`src/rtl/serial_adder_seq.sv`:
```
// Digit-serial adder/subtractor: operands captured on start, processed LSB-first
// DIGIT_WIDTH bits per clock through a registered carry, result flagged by a done pulse.
module serial_adder_seq #(
  parameter int unsigned DATA_WIDTH  = 8,
  parameter int unsigned DIGIT_WIDTH = 1
) (
  input  logic                  clk,
  input  logic                  reset_n,
  input  logic                  start,
  input  logic                  sub,
  input  logic                  cin,
  input  logic [DATA_WIDTH-1:0] a,
  input  logic [DATA_WIDTH-1:0] b,
  output logic                  busy,
  output logic                  done,
  output logic [DATA_WIDTH-1:0] sum,
  output logic                  cout,
  output logic                  ovf
);

  localparam int unsigned NUM_DIGITS = DATA_WIDTH / DIGIT_WIDTH;
  localparam int unsigned CNT_W      = (NUM_DIGITS > 1) ? $clog2(NUM_DIGITS) : 1;

  if (DATA_WIDTH < 2 || DIGIT_WIDTH == 0 || (DATA_WIDTH % DIGIT_WIDTH) != 0) begin : g_bad_params
    $error("serial_adder_seq: DIGIT_WIDTH must divide DATA_WIDTH (>= 2)");
  end

  typedef enum logic [1:0] {
    ST_IDLE = 2'd0,
    ST_RUN  = 2'd1,
    ST_DONE = 2'd2
  } state_e;

  state_e                  state_q, state_d;
  logic [DATA_WIDTH-1:0]   a_sh_q, a_sh_d;
  logic [DATA_WIDTH-1:0]   b_sh_q, b_sh_d;
  logic [DATA_WIDTH-1:0]   res_q, res_d;
  logic                    carry_q, carry_d;
  logic [CNT_W-1:0]        cnt_q, cnt_d;
  logic [DATA_WIDTH-1:0]   sum_q, sum_d;
  logic                    cout_q, cout_d;
  logic                    ovf_q, ovf_d;
  logic                    busy_q, done_q;

  logic [DIGIT_WIDTH:0]    digit_c;
  logic [DATA_WIDTH-1:0]   res_shift_c;
  logic                    accept_c;
  logic                    last_c;

  // One digit of the ripple: low digits of both shifters plus the held carry.
  assign digit_c = (DIGIT_WIDTH+1)'(a_sh_q[DIGIT_WIDTH-1:0])
                 + (DIGIT_WIDTH+1)'(b_sh_q[DIGIT_WIDTH-1:0])
                 + (DIGIT_WIDTH+1)'(carry_q);

  // New digit enters at the top; the concatenation keeps this legal when one digit spans the word.
  assign res_shift_c = DATA_WIDTH'({digit_c[DIGIT_WIDTH-1:0], res_q} >> DIGIT_WIDTH);
  assign accept_c    = start && (state_q == ST_IDLE || state_q == ST_DONE);
  assign last_c      = (cnt_q == CNT_W'(NUM_DIGITS - 1));

  always_comb begin
    state_d = state_q;
    a_sh_d  = a_sh_q;
    b_sh_d  = b_sh_q;
    res_d   = res_q;
    carry_d = carry_q;
    cnt_d   = cnt_q;
    sum_d   = sum_q;
    cout_d  = cout_q;
    ovf_d   = ovf_q;

    case (state_q)
      ST_IDLE: begin
        if (start) state_d = ST_RUN;
      end
      ST_RUN: begin
        a_sh_d  = a_sh_q >> DIGIT_WIDTH;
        b_sh_d  = b_sh_q >> DIGIT_WIDTH;
        res_d   = res_shift_c;
        carry_d = digit_c[DIGIT_WIDTH];
        cnt_d   = cnt_q + CNT_W'(1);
        if (last_c) begin
          // Sign-bit overflow form covers every digit width, including carry-in/out XOR at width 1.
          sum_d   = res_shift_c;
          cout_d  = digit_c[DIGIT_WIDTH];
          ovf_d   = (a_sh_q[DIGIT_WIDTH-1] == b_sh_q[DIGIT_WIDTH-1]) &&
                    (digit_c[DIGIT_WIDTH-1] != a_sh_q[DIGIT_WIDTH-1]);
          cnt_d   = '0;
          state_d = ST_DONE;
        end
      end
      ST_DONE: begin
        state_d = start ? ST_RUN : ST_IDLE;
      end
      default: begin
        state_d = ST_IDLE;
      end
    endcase

    if (accept_c) begin
      a_sh_d  = a;
      b_sh_d  = sub ? ~b : b;
      carry_d = sub | cin;
      cnt_d   = '0;
    end
  end

  always_ff @(posedge clk or negedge reset_n) begin
    if (!reset_n) begin
      state_q <= ST_IDLE;
      a_sh_q  <= '0;
      b_sh_q  <= '0;
      res_q   <= '0;
      carry_q <= 1'b0;
      cnt_q   <= '0;
      sum_q   <= '0;
      cout_q  <= 1'b0;
      ovf_q   <= 1'b0;
      busy_q  <= 1'b0;
      done_q  <= 1'b0;
    end else begin
      state_q <= state_d;
      a_sh_q  <= a_sh_d;
      b_sh_q  <= b_sh_d;
      res_q   <= res_d;
      carry_q <= carry_d;
      cnt_q   <= cnt_d;
      sum_q   <= sum_d;
      cout_q  <= cout_d;
      ovf_q   <= ovf_d;
      busy_q  <= (state_d == ST_RUN);
      done_q  <= (state_d == ST_DONE);
    end
  end

  assign busy = busy_q;
  assign done = done_q;
  assign sum  = sum_q;
  assign cout = cout_q;
  assign ovf  = ovf_q;

endmodule

```
`config.mk`:
```
export PLATFORM = sky130hd
export DESIGN_NAME = serial_adder_seq
export DESIGN_NICKNAME = d
export VERILOG_FILES = /design/src/rtl/serial_adder_seq.sv
export SDC_FILE = /design/constraint.sdc
export NUM_CORES = 1
export LEC_CHECK = 0
export BUFFER_PORTS_ARGS = -buffer_cell sky130_fd_sc_hd__clkbuf_2
export CORE_MARGIN = 4
export CORE_UTILIZATION = 25
export DETAILED_ROUTE_END_ITERATION = 10
export PLACE_DENSITY = 0.39
export SYNTH_ARGS = -nofsm -noshare
export SYNTH_HDL_FRONTEND = slang
export SYNTH_SLANG_ARGS = --single-unit
```
`constraint.sdc`:
```
create_clock -name clk -period 3.7 [get_ports clk]
set_input_delay 0.185 -clock clk [delete_from_list [all_inputs] [get_ports clk]]
set_output_delay 0.185 -clock clk [all_outputs]
set_load 0.05 [all_outputs]
```
==> results.md <==
- Yosys cell types: 25
- Fmax: 0.5576 GHz
- Full die area: 0.008558 mm²
- Synthesized area: 0.001785 mm²
- Die Wd: 92.51 µm
- Synthesized-area fraction occupied by adder cells: 2.523%
- Compound-Gate Fraction of Synth Area: 10.09%
- Largest net degree at the start of global routing: 42
- Grt total ovfl: 0
- Synth Area in XOR/XNOR: 3.924%
- Crit path from: cnt_q[0]$_DFFE_PN0P_
- Critical Path Source Type: flop
- Wirelength, routed: 3632 µm
- Final Max Slew Viols: 0
- Area Growth Syn to Fin: 18.57%
- Status: complete, no violations
- Antenna violations before repair: 0
- Peak fanout along the critical path: 13
- Number of detailed-route iterations in the first pass: 4
- Seq cells post-synth: 41
- Drc violations: 0
- Min cycle time layout: 1.793 ns
- Layout fillers: 748
- Mux share of post-synthesis cell area: 4.415%
- Syn Area/Cell: 10.20 µm²
- PnR worst setup slack: 1.907 ns
- Clock slew at reported path FFs: 0.08 ns
- Layout cell share with drive strength beyond 1: 22.93%
- DR WL/cell: 12.07 µm
- Mapped Cells: 175
- Leak Pwr: 0.001044 µW
- Overall routing resource usage: 9.561%
- Final cycle utilization of the critical path: 48.47%
- Initial core utilization: 25.99%
- GR Util met3: 2.762%
- CP required: 3.89 ns
- Sequential area share after synthesis: 57.46%
- Post-cts sizing count: 0
- DPL Wire Length: 2357 µm
- Ys Warns: 0
- Routed Antenna Nets: 0
- Global placement routability congestion: 0.6896
- Max-Cap Viols: 0
- Fin. Hold Viols: 0
- PD cells: 913.0 mW/mm²
- Met2 global-route usage: 13.96%
- CTS tree: yes
- Die height: 92.51 µm
- Largest family of logic cells by synthesized area: simple AND/OR/NAND/NOR gates
- Min-delay worst type: input pin to async pin
- Area of the multi-input gates: 668.1 µm²
- Commonest non-fill, non-tap cell in the layout: nand2_1
- Final setup skew: 0.005872 ns
- M1 GR Usage: 13.13%
- Core region area: 0.006869 mm²
- Mapped Nets: 199
- Final setup TNS: 0 ns
- CP arrival: 1.98 ns
- Reg area: 0.001026 mm²
- Htree depth: 2
- Setup WS pre-CTS: 1.857 ns
- Diodes inserted: 0
- Crit path kind: flop to flop
- I/O Buffers: 32
- Simple-gate share of the synthesized area: 16.47%
- Worst-Margin Slew: 1.033 ns
- DR iter-0 viols: 50
- CTS Buffer Depth: 2
- Global-route wire length before repair: 6341 µm
- CTS hold repair buffers: 0
- Relative slew slack: 31.12%
- Number of global-route vias before repair: 1255
- Crit end category: flop
- Setup violations, final: 0
- Most frequent cells in the layout: 48 x nand2_1, 41 x dfrtp_1, 32 x clkbuf_2, 14 x nor2_1, 14 x a31oi_1
- Worst skew pair latency: 0.29 ns
- Row count: 30
- RR Startpoint: cnt_q[0]$_DFFE_PN0P_
- Worst VDD drop: 263.6 µV
- # nets final: 228
- # IOs: 33
- CTS Buf Count: 5
- RSZ-0062 raised after global routing: false
- # clock sinks: 41
- Vias: 1268
- Vias per cell: 4.213
- GRT Max-Usage Layer: met2
- Post-CTS setup buffers: 0
- CTS root buf: clkbuf_8
## kinds of logic (layout without fill, tap and decap cells)
| family | Yosys count | after routing |
|---|---|---|
| DFF | 41 | 41 |
| buffers and inverters | 16 | 46 |
| xor gates and xnor gates | 8 | 8 |
| and+or+nand+nor | 72 | 72 |
| adders and majority gates | 3 | 3 |
| muxes | 7 | 7 |
| AOI/OAI and AO/OA | 28 | 28 |
## final timing paths
check	endpoint	slack (ns)	cells after the start
setup / recovery	sum[6]$_DFFE_PN0P_	1.91	4
hold / removal	done$_DFF_PN0_	0.06	1
setup reg to reg	sum[6]$_DFFE_PN0P_	1.91	4
hold reg to reg	res_q[1]$_DFFE_PN0N_	0.48	2
max in group asynchronous	b_sh_q[7]$_DFFE_PN0P_	3.00	1
min in group clk	a_sh_q[7]$_DFFE_PN0P_	0.12	2
## state kept, by name, summed over array words and instances (netlist names)
register,cells
res_q,7
cnt_q,3
b_sh_q,8
state_q,2
carry_q,1
busy,1
ovf,1
cout,1
done,1
a_sh_q,8
sum,8
## report_power, final
group | leakage [µW] | internal, µW | switching [µW] | total [µW]
Combinational | 0.000475 | 266 | 525 | 791
Clock | 0.0000585 | 220 | 156 | 376
Sequential | 0.000510 | 654 | 112 | 766
Total | 0.00104 | 1140 | 793 | 1930
## cell type report
| cell class | count | share of cell area [%] |
|---|---|---|
| clock buffers | 7 | 4.078 |
| well taps | 96 | 5.674 |
| clock inverters | 1 | 1.418 |
| flip-flops and latches | 41 | 48.46 |
| multi-input cells | 118 | 31.56 |
| repair buffers | 33 | 7.920 |
| inverters | 5 | 0.8865 |
## stage by stage
step | hold WS (ns) | instance area, µm² | std cells | util, % | total power [µW]
final | 0.05730 | 2117 | 301 | 30.82 | 1933
after global routing | 0.1226 | 2117 | 301 | 30.82 | 2110
after CTS | 0.1037 | 2117 | 301 | 30.82 | 1975
after detailed placement | 0.4305 | 2001 | 293 | 29.13 | 1586
after global placement | 0.4158 | 2001 | 293 | 29.13 | 1584
after floorplan | -0.1106 | 1785 | 175 | - | 1418
## critical path: stages (launching register included)
cell      delay [ns]
dfrtp_1         0.40
ha_1            0.21
ha_1            0.23
nand3b_1        0.44
mux2_2          0.40
## synth_stat cells
library cell,number,area share (%)
nand2_1,48,10
inv_1,5,1.1
buf_2,4,1.1
ha_1,2,1.4
nor2b_1,1,0.35
o211ai_1,1,0.42
clkbuf_1,2,0.42
fa_1,1,1.1
dfrtp_1,41,57
a21oi_1,2,0.56
nor2_1,14,2.9
a22o_1,4,2.0
a31oi_1,14,4.9
and2b_1,1,0.42
buf_6,2,1.3
o21ai_0,6,1.7
xor2_1,8,3.9
a221o_1,1,0.56
mux2_2,7,4.4
or3_1,2,0.70
nand2b_1,2,0.70
nand3_1,2,0.56
buf_4,3,1.3
nand3b_1,1,0.42
nor3_1,1,0.28
## per-layer routing
layer	vias up	share of wire [%]
met2	33	42
met3	4	5.9
li1	639	-
met1	592	51
met5	-	0
met4	0	0.77
(Power assumes the default switching activity.)
